<file path="src/rtl/u_imem_inst_encoder.sv">
// RV32I field-level instruction encoder that writes packed words to sequential IMEM addresses.
// Optional `ENC_RANGE_CHECK_EN` rejects immediates that do not fit their format (err_range).
`timescale 1ns/1ps

`ifndef RF_DEPTH_BIT
`define RF_DEPTH_BIT 5
`endif
`ifndef DATA_WIDTH
`define DATA_WIDTH 32
`endif
`ifndef INST_WIDTH
`define INST_WIDTH 32
`endif

module u_imem_inst_encoder #(
  parameter int          IMEM_ADDR_WIDTH = 10,
  parameter int unsigned BASE_ADDR       = 0
) (
  input  logic                       clk,
  input  logic                       rst_n,
  input  logic                       start,
  input  logic                       req_vld,
  output logic                       req_rdy,
  input  logic [5:0]                 req_op,
  input  logic [`RF_DEPTH_BIT-1:0]   req_rd,
  input  logic [`RF_DEPTH_BIT-1:0]   req_rs1,
  input  logic [`RF_DEPTH_BIT-1:0]   req_rs2,
  input  logic [`DATA_WIDTH-1:0]     req_imm,
  output logic                       imem_wen,
  output logic [IMEM_ADDR_WIDTH-1:0] imem_waddr,
  output logic [`INST_WIDTH-1:0]     imem_wdata,
  output logic                       done,
  output logic                       err_illegal,
  output logic                       err_range
);

  localparam logic [IMEM_ADDR_WIDTH-1:0] BASE = BASE_ADDR[IMEM_ADDR_WIDTH-1:0];
  localparam logic [5:0] OP_WFI = 6'd37;

  typedef enum logic [2:0] {S_OFF, S_IDLE, S_ENC, S_WR, S_DONE} state_e;
  typedef enum logic [2:0] {FMT_R, FMT_I, FMT_SH, FMT_S, FMT_B, FMT_U, FMT_J, FMT_SYS} fmt_e;

  state_e                     state;
  logic [5:0]                 op_q;
  logic [`RF_DEPTH_BIT-1:0]   rd_q;
  logic [`RF_DEPTH_BIT-1:0]   rs1_q;
  logic [`RF_DEPTH_BIT-1:0]   rs2_q;
  logic [`DATA_WIDTH-1:0]     imm_q;

  fmt_e        fmt;
  logic [6:0]  opcode;
  logic [2:0]  funct3;
  logic [6:0]  funct7;
  logic        enc_illegal;
  logic [31:0] enc_word;

  // Op index decode: format class plus the fixed opcode/funct fields.
  always_comb begin
    fmt         = FMT_R;
    opcode      = 7'h33;
    funct3      = 3'd0;
    funct7      = 7'h00;
    enc_illegal = 1'b0;
    case (op_q)
      6'd0:  begin fmt = FMT_U; opcode = 7'h37; end
      6'd1:  begin fmt = FMT_U; opcode = 7'h17; end
      6'd2:  begin fmt = FMT_J; opcode = 7'h6F; end
      6'd3:  begin fmt = FMT_I; opcode = 7'h67; end
      6'd4:  begin fmt = FMT_B; opcode = 7'h63; funct3 = 3'd0; end
      6'd5:  begin fmt = FMT_B; opcode = 7'h63; funct3 = 3'd1; end
      6'd6:  begin fmt = FMT_B; opcode = 7'h63; funct3 = 3'd4; end
      6'd7:  begin fmt = FMT_B; opcode = 7'h63; funct3 = 3'd5; end
      6'd8:  begin fmt = FMT_B; opcode = 7'h63; funct3 = 3'd6; end
      6'd9:  begin fmt = FMT_B; opcode = 7'h63; funct3 = 3'd7; end
      6'd10: begin fmt = FMT_I; opcode = 7'h03; funct3 = 3'd0; end
      6'd11: begin fmt = FMT_I; opcode = 7'h03; funct3 = 3'd1; end
      6'd12: begin fmt = FMT_I; opcode = 7'h03; funct3 = 3'd2; end
      6'd13: begin fmt = FMT_I; opcode = 7'h03; funct3 = 3'd4; end
      6'd14: begin fmt = FMT_I; opcode = 7'h03; funct3 = 3'd5; end
      6'd15: begin fmt = FMT_S; opcode = 7'h23; funct3 = 3'd0; end
      6'd16: begin fmt = FMT_S; opcode = 7'h23; funct3 = 3'd1; end
      6'd17: begin fmt = FMT_S; opcode = 7'h23; funct3 = 3'd2; end
      6'd18: begin fmt = FMT_I; opcode = 7'h13; funct3 = 3'd0; end
      6'd19: begin fmt = FMT_I; opcode = 7'h13; funct3 = 3'd2; end
      6'd20: begin fmt = FMT_I; opcode = 7'h13; funct3 = 3'd3; end
      6'd21: begin fmt = FMT_I; opcode = 7'h13; funct3 = 3'd4; end
      6'd22: begin fmt = FMT_I; opcode = 7'h13; funct3 = 3'd6; end
      6'd23: begin fmt = FMT_I; opcode = 7'h13; funct3 = 3'd7; end
      6'd24: begin fmt = FMT_SH; opcode = 7'h13; funct3 = 3'd1; end
      6'd25: begin fmt = FMT_SH; opcode = 7'h13; funct3 = 3'd5; end
      6'd26: begin fmt = FMT_SH; opcode = 7'h13; funct3 = 3'd5; funct7 = 7'h20; end
      6'd27: begin funct3 = 3'd0; end
      6'd28: begin funct3 = 3'd0; funct7 = 7'h20; end
      6'd29: begin funct3 = 3'd1; end
      6'd30: begin funct3 = 3'd2; end
      6'd31: begin funct3 = 3'd3; end
      6'd32: begin funct3 = 3'd4; end
      6'd33: begin funct3 = 3'd5; end
      6'd34: begin funct3 = 3'd5; funct7 = 7'h20; end
      6'd35: begin funct3 = 3'd6; end
      6'd36: begin funct3 = 3'd7; end
      6'd37: begin fmt = FMT_SYS; opcode = 7'h73; end
      default: enc_illegal = 1'b1;
    endcase
  end

  // Fields a format does not use are left at zero by construction.
  always_comb begin
    enc_word = '0;
    case (fmt)
      FMT_R:   enc_word = {funct7, rs2_q, rs1_q, funct3, rd_q, opcode};
      FMT_I:   enc_word = {imm_q[11:0], rs1_q, funct3, rd_q, opcode};
      FMT_SH:  enc_word = {funct7, imm_q[4:0], rs1_q, funct3, rd_q, opcode};
      FMT_S:   enc_word = {imm_q[11:5], rs2_q, rs1_q, funct3, imm_q[4:0], opcode};
      FMT_B:   enc_word = {imm_q[12], imm_q[10:5], rs2_q, rs1_q, funct3,
                           imm_q[4:1], imm_q[11], opcode};
      FMT_U:   enc_word = {imm_q[31:12], rd_q, opcode};
      FMT_J:   enc_word = {imm_q[20], imm_q[10:1], imm_q[11], imm_q[19:12], rd_q, opcode};
      FMT_SYS: enc_word = 32'h1050_0073;
      default: enc_word = '0;
    endcase
  end

`ifdef ENC_RANGE_CHECK_EN
  logic enc_range_bad;
  logic err_range_q;

  always_comb begin
    enc_range_bad = 1'b0;
    case (fmt)
      FMT_I, FMT_S: enc_range_bad = !((&imm_q[31:11]) || !(|imm_q[31:11]));
      FMT_B:  enc_range_bad = !((&imm_q[31:12]) || !(|imm_q[31:12])) || imm_q[0];
      FMT_J:  enc_range_bad = !((&imm_q[31:20]) || !(|imm_q[31:20])) || imm_q[0];
      FMT_U:  enc_range_bad = |imm_q[11:0];
      FMT_SH: enc_range_bad = |imm_q[31:5];
      default: enc_range_bad = 1'b0;
    endcase
  end

  assign err_range = err_range_q;
`else
  assign err_range = 1'b0;
`endif

  // Accept -> encode -> write; start aborts from any state and beats a same-cycle request.
  always_ff @(posedge clk or negedge rst_n) begin
    if (!rst_n) begin
      state       <= S_OFF;
      req_rdy     <= 1'b0;
      imem_wen    <= 1'b0;
      imem_waddr  <= BASE;
      imem_wdata  <= '0;
      done        <= 1'b0;
      err_illegal <= 1'b0;
      op_q        <= '0;
      rd_q        <= '0;
      rs1_q       <= '0;
      rs2_q       <= '0;
      imm_q       <= '0;
`ifdef ENC_RANGE_CHECK_EN
      err_range_q <= 1'b0;
`endif
    end else if (start) begin
      state       <= S_IDLE;
      req_rdy     <= 1'b1;
      imem_wen    <= 1'b0;
      imem_waddr  <= BASE;
      done        <= 1'b0;
      err_illegal <= 1'b0;
`ifdef ENC_RANGE_CHECK_EN
      err_range_q <= 1'b0;
`endif
    end else begin
      case (state)
        S_IDLE: begin
          if (req_vld) begin
            op_q    <= req_op;
            rd_q    <= req_rd;
            rs1_q   <= req_rs1;
            rs2_q   <= req_rs2;
            imm_q   <= req_imm;
            req_rdy <= 1'b0;
            state   <= S_ENC;
          end
        end
        S_ENC: begin
          if (enc_illegal) begin
            err_illegal <= 1'b1;
            req_rdy     <= 1'b1;
            state       <= S_IDLE;
`ifdef ENC_RANGE_CHECK_EN
          end else if (enc_range_bad) begin
            err_range_q <= 1'b1;
            req_rdy     <= 1'b1;
            state       <= S_IDLE;
`endif
          end else begin
            imem_wdata <= enc_word;
            imem_wen   <= 1'b1;
            state      <= S_WR;
          end
        end
        S_WR: begin
          imem_wen <= 1'b0;
          if (imem_waddr != '1) begin
            imem_waddr <= imem_waddr + 1'b1;
          end
          if (op_q == OP_WFI || imem_waddr == '1) begin
            done  <= 1'b1;
            state <= S_DONE;
          end else begin
            req_rdy <= 1'b1;
            state   <= S_IDLE;
          end
        end
        default: ;
      endcase
    end
  end

endmodule

</file>
<file path="config.mk">
export PLATFORM = sky130hd
export DESIGN_NAME = u_imem_inst_encoder
export DESIGN_NICKNAME = d
export VERILOG_FILES = /design/src/rtl/u_imem_inst_encoder.sv
export SDC_FILE = /design/constraint.sdc
export NUM_CORES = 1
export LEC_CHECK = 0
export ABC_CLOCK_PERIOD_IN_PS = 2100
export CORE_MARGIN = 5
export CORE_UTILIZATION = 46
export CTS_CLUSTER_SIZE = 30
export DETAILED_ROUTE_END_ITERATION = 8
export HOLD_SLACK_MARGIN = 0.02
export MAX_ROUTING_LAYER = met4
export PLACE_DENSITY_LB_ADDON = 0.12
export SLEW_MARGIN = 20
export SYNTH_ARGS = -nofsm -noshare
export SYNTH_HDL_FRONTEND = slang
export SYNTH_SLANG_ARGS = --single-unit
</file>
<file path="constraint.sdc">
create_clock -name clk -period 2.1 [get_ports clk]
set_clock_uncertainty 0.05 [all_clocks]
set_input_delay 0.315 -clock clk [delete_from_list [all_inputs] [get_ports clk]]
set_output_delay 0.315 -clock clk [all_outputs]
set_load 0.1 [all_outputs]
</file>
* After elaboration in Yosys (flattened, before gate mapping)
Cells that the tools add are included.
** Word-level totals
- Flip-flop bits (word level) :: 102
- Input port bits :: 57
- Word-level logic and storage cells :: 127
** Operators by class
- Add/subtract/negate cells :: 1
- Equal/unequal tests :: 54
- Multiplexer cells :: 26
- Bitwise logic cells :: 1
- Reduce and logical (&&, ||, !) cells :: 33
** Operators by type and width (number)
- 32-bit one-hot mux with 8 select lines :: 1
- 6-bit by 5-bit == test with 1-bit output, second input constant :: 16
- 7-bit one-hot mux with 9 select lines :: 1
- 6-bit by 4-bit == test with 1-bit output, second input constant :: 8
- 3-bit one-hot mux with 7 select lines :: 2
- 38-bit OR reduction :: 1
- 6-bit == test, second input constant :: 6
- 10-bit 2-to-1 mux :: 3
- 6-bit by 3-bit == test with 1-bit output, second input constant :: 4
- 3-bit OR reduction :: 5
- 3-bit by 2-bit == test with 1-bit output, second input constant :: 4
- 3-bit == test, second input constant :: 4
- 6-bit by 2-bit == test with 1-bit output, second input constant :: 2
- 3-bit != test, second input constant :: 4
- 12-bit OR reduction :: 1
- 6-bit OR reduction :: 2
- 1-bit 2-to-1 mux :: 11
- 10-bit by 1-bit adder with 10-bit output, second input constant :: 1
- 10-bit == test, second input constant :: 1
- 10-bit != test, second input constant :: 1
- 2-bit AND reduction :: 5
- 5-bit OR reduction :: 2
- 3-bit 2-to-1 mux :: 3
- 3-bit one-hot mux with 3 select lines :: 1
- 19 further kinds :: 26

* Logic depth before layout (Yosys ltp)
- Word-level depth :: 5
- Mapped depth :: 9
- Mapped depth without buffers :: 6

* Least setup slack after synthesis
OpenSTA, ideal clock, no wires.
- Kind :: reg-to-reg
- Start :: register imem_waddr[3]
- End :: register req_rdy
- Setup time :: 0.125 ns
- Arrival time :: 2.270 ns
- Data required time :: 1.925 ns
- Slack :: -0.345 ns
- Cell stages (with the launch flop) :: 7
- Period minus slack after synthesis :: 2.445 ns
- Path through :: dfrtp_1 -> and4_1 -> and4_1 -> nand3_1 -> a21oi_1 -> nor3_1 -> o31a_1
** On the way
- Word-level cells in the longest chain between the ends :: 4
** Ends and longest elaborated chain
- start: declaration :: line 30 : output logic [IMEM_ADDR_WIDTH-1:0] imem_waddr,
- start signal: assignment :: line 206 : imem_waddr <= imem_waddr + 1'b1;
- 10-bit == test :: line 208 : if (op_q == OP_WFI || imem_waddr == '1) begin
- 1-bit logical OR :: line 208
- 3-bit != test (no source line)
- 4-bit AND reduction (no source line)
- end signal: assignment :: line 182 : req_rdy <= 1'b0;
- end signal: assignment :: line 189 : req_rdy <= 1'b1;
- end signal: assignment :: line 212 : req_rdy <= 1'b1;
- end: declaration :: line 23 : output logic req_rdy,
Every way passes these cells.
A chain may end at the register's enable or synchronous reset.

* Worst setup path in the final report
- Start :: register op_q[1]
- End :: register imem_wdata[22]
** On the way
- Word-level cells in the longest chain between the ends :: 5
- Elaborated cells on any way between the ends :: 55
** Ends and longest elaborated chain
- start: declaration :: line 44 : logic [5:0] op_q;
- start signal: assignment :: line 177 : op_q <= req_op;
- 6-bit by 5-bit == test with 1-bit output (tied with other cells) :: line 64 : case (op_q)
- 12-bit OR reduction (no source line) (tied with other cells)
- 3-bit one-hot mux with 7 select lines :: line 64
- 3-bit == test (tied with other cells) :: line 110 : case (fmt)
- 32-bit one-hot mux with 8 select lines :: line 110
- end signal: assignment :: line 198 : imem_wdata <= enc_word;
- end: declaration :: line 31 : output logic [`INST_WIDTH-1:0] imem_wdata,
Parallel ways exist; a longest one is shown, timed or not.

==> flow_summary.json <==
{
  "fin_crit_ps": 2110,
  "yosys.area.top_type_share_pct": 51.0,
  "synthTopCellsByCount": "dfrtp_1 (101), mux2_2 (51), nor2_1 (43)",
  "outcome": "finished with violations",
  "cts_buffers": 9,
  "die_x_um": 114,
  "fmax_mhz": 473,
  "violations": "negative setup slack",
  "grt.overflow.total": 0,
  "hold_violations": 0,
  "setup_slack_ps": -14.8,
  "syn_to_final_growth_pct": 33.0,
  "ys_ff_latch": 101,
  "yosysSeqAreaShare_pct": 51.0,
  "power_density_mw_per_mm2": 1260,
  "synth.area.top_cells": "dfrtp_1 (51%), mux2_2 (12%), nor2_1 (3.3%)",
  "critPathMaxFanout": 7,
  "nets": 661,
  "n_fill_cell": 886,
  "first_global_vias": 4334,
  "place_congestion": 0.866,
  "grt_pass1_wl_um": 22000,
  "timing.final.crit_share_pct": 101,
  "clock_latency_ps": 370,
  "fin_tns_setup_ps": -14.8,
  "critPathRequiredTime_ps": 2310,
  "ff2ff_setup_slack_ps": -10,
  "synth_area_mm2": 0.00495,
  "clock_sinks": 101,
  "end_kind": "register",
  "avgSynthCellArea_um2": 10.5,
  "num_io_pins": 104,
  "die_area_mm2": 0.0129,
  "rsz0062_at_grt": "true",
  "cts_htree_levels": 3,
  "drive_gt1_share_pct": 32.6,
  "dp_cells": 727,
  "slew-limit-headroom_pct": 65.9,
  "stdcell_count": 744,
  "grt_max_degree": 38,
  "setup_viol": 1,
  "ys_types": 62,
  "routed_wl_um": 13300,
  "r2r_start": "op_q[1]",
  "numPortBuffers": 102,
  "yosysTopAreaCell": "dfrtp_1",
  "min_path_type": "input pin to asynchronous set/reset pin",
  "synthCells": 471,
  "via_count": 4166,
  "yosysWarnings": 0,
  "detailedRoute.firstIterationViolations": 241,
  "yosysMostFrequentCell": "dfrtp_1",
  "drv_slew": 0,
  "ant_nets": 0,
  "path_clk_slew_ps": 100,
  "tightest_slew_ps": 511,
  "wl_per_cell_um": 17.9,
  "async_reset_ff_share_pct": 100,
  "rows": 37,
  "start_util_pct": 47.5,
  "synth-edff-count": 0,
  "r2r_cells": 6,
  "first_pass_iters": 5,
  "r2r_end": "imem_wdata[22]",
  "num_antenna_cells": 0,
  "leakagePower_nw": 2.77,
  "clock_tree.buffer_depth": 2,
  "cts_tree": "built",
  "antenna_found_initial": 0,
  "vdd_drop_max_mv": 0.937,
  "place_hpwl_um": 9790,
  "critical_path_class": "register to register",
  "grt_usage_pct": 21.9,
  "coreArea_mm2": 0.0104,
  "synthesis.nets": 529,
  "cap_violations": 0,
  "die_y_um": 114,
  "via_per_inst": 5.60,
  "cp-start-kind": "register",
  "cts-root-buf": "clkbuf_8",
  "drc": 0,
  "worstPathArrival_ps": 2320,
  "ys.flop_type": "dfrtp_1"
}
[metrics by stage]
stage               hold slack [ps]  area (µm²)  util (%)  total power, W  worst slack (ps)
floorplan                     -30.6        4960         -         0.00587             -71.9
global route                    430        6590      63.2         0.00873             -81.8
finish                          405        6590      63.2         0.00831             -14.8
detailed placement              265        6330      60.8         0.00709              -141
CTS                             409        6540      62.7         0.00831              1.61
global placement                261        6330      60.8         0.00701             -88.7
[report_power, final]
| part | switching (W) | leakage (nW) | internal (W) |
|---|---|---|---|
| Combinational | 0.00299 | 1.46 | 0.00129 |
| Clock | 0.000710 | 0.0901 | 0.000509 |
| Sequential | 0.000360 | 1.22 | 0.00245 |
[area by class of cell]
type / count / area [µm²] / share of cell area, %
Clock buffer: 11 / 151 / 2.30
Sequential cell: 101 / 2540 / 38.5
Timing Repair Buffer: 157 / 1360 / 20.6
Inverter: 3 / 11.3 / 0.171
Tap cell: 136 / 170 / 2.58
Multi-Input combinational cell: 331 / 2310 / 35.1
Clock inverter: 5 / 42.5 / 0.646
[how the worst max path moves through the flow]
stage                     depth (start not counted)  slack (ps)           from        endpoint
after floorplan                                   5         -70  imem_waddr[9]         req_rdy
after global placement                            6         -90          start  imem_wdata[22]
after detailed placement                          5        -140          start  imem_wdata[12]
after CTS                                         6           2        op_q[1]  imem_wdata[22]
after global routing                              6         -80        op_q[1]  imem_wdata[20]
final                                             6         -10        op_q[1]  imem_wdata[22]
[state kept, by name (all words and copies together), names as in the netlist]
| name | count |
|---|---|
| op_q | 6 |
| imem_wdata | 31 |
| err_illegal | 1 |
| state | 3 |
| imem_wen | 1 |
| rd_q | 5 |
| rs2_q | 5 |
| rs1_q | 5 |
| imem_waddr | 10 |
| imm_q | 32 |
| done | 1 |
| req_rdy | 1 |
[cell usage in the layout (no fill, tap or decap), types with 5 or more instances in the layout]
cell and n:
xor2_1 6, dfrtp_2 8, a21oi_1 28, buf_4 97, nor2b_1 8, clkdlybuf4s50_1 55, a32oi_1 7, nor3_1 9
nand2_1 37, nor2_1 42, a22oi_1 13, nand2b_1 10, clkbuf_8 11, o21ai_1 10, o22ai_1 7, dfrtp_1 93
nand3_1 5, mux2_2 51, o21ai_0 16
[worst max-delay path: stages, from the launching register on]
cell      delay, ps
dfrtp_1         390
a211o_1         310
a2111o_2        560
a21o_4          250
a211o_1         270
a21oi_2         120
nor2_1           50
[cells by family after synthesis]
group / count (synthesis) / synth area share [%]
AO/OA/AOI/OAI: 132 / 18.6
AND/OR/NAND/NOR: 135 / 13.0
multiplexers: 52 / 11.8
buffers and inverters: 39 / 3.41
flip-flops: 101 / 51.0
adder cells (fa/ha/maj): 1 / 0.253
other: 1 / 0.0757
XOR/XNOR: 10 / 1.77
[routing by layer]
layer  part of all wire (%)  vias to the layer above  track usage (%)
li1                       -                     1988                -
met1                     43                     2040             27.6
met2                     50                      123             36.4
met3                    6.2                       15             4.77
met4                    1.3                        0             4.89
met5                      0                        -                -
[timing repair]
item | in CTS | in global routing
pin swaps | 1 | 0
hold endpoints to repair | 35 | 0
buffers inserted | 0 | 0
resized for setup | 2 | 12
endpoints found under the setup margin | 16 | 16
hold buffers | 1 | 0
No activity file was read; power rests on OpenSTA's default activity.
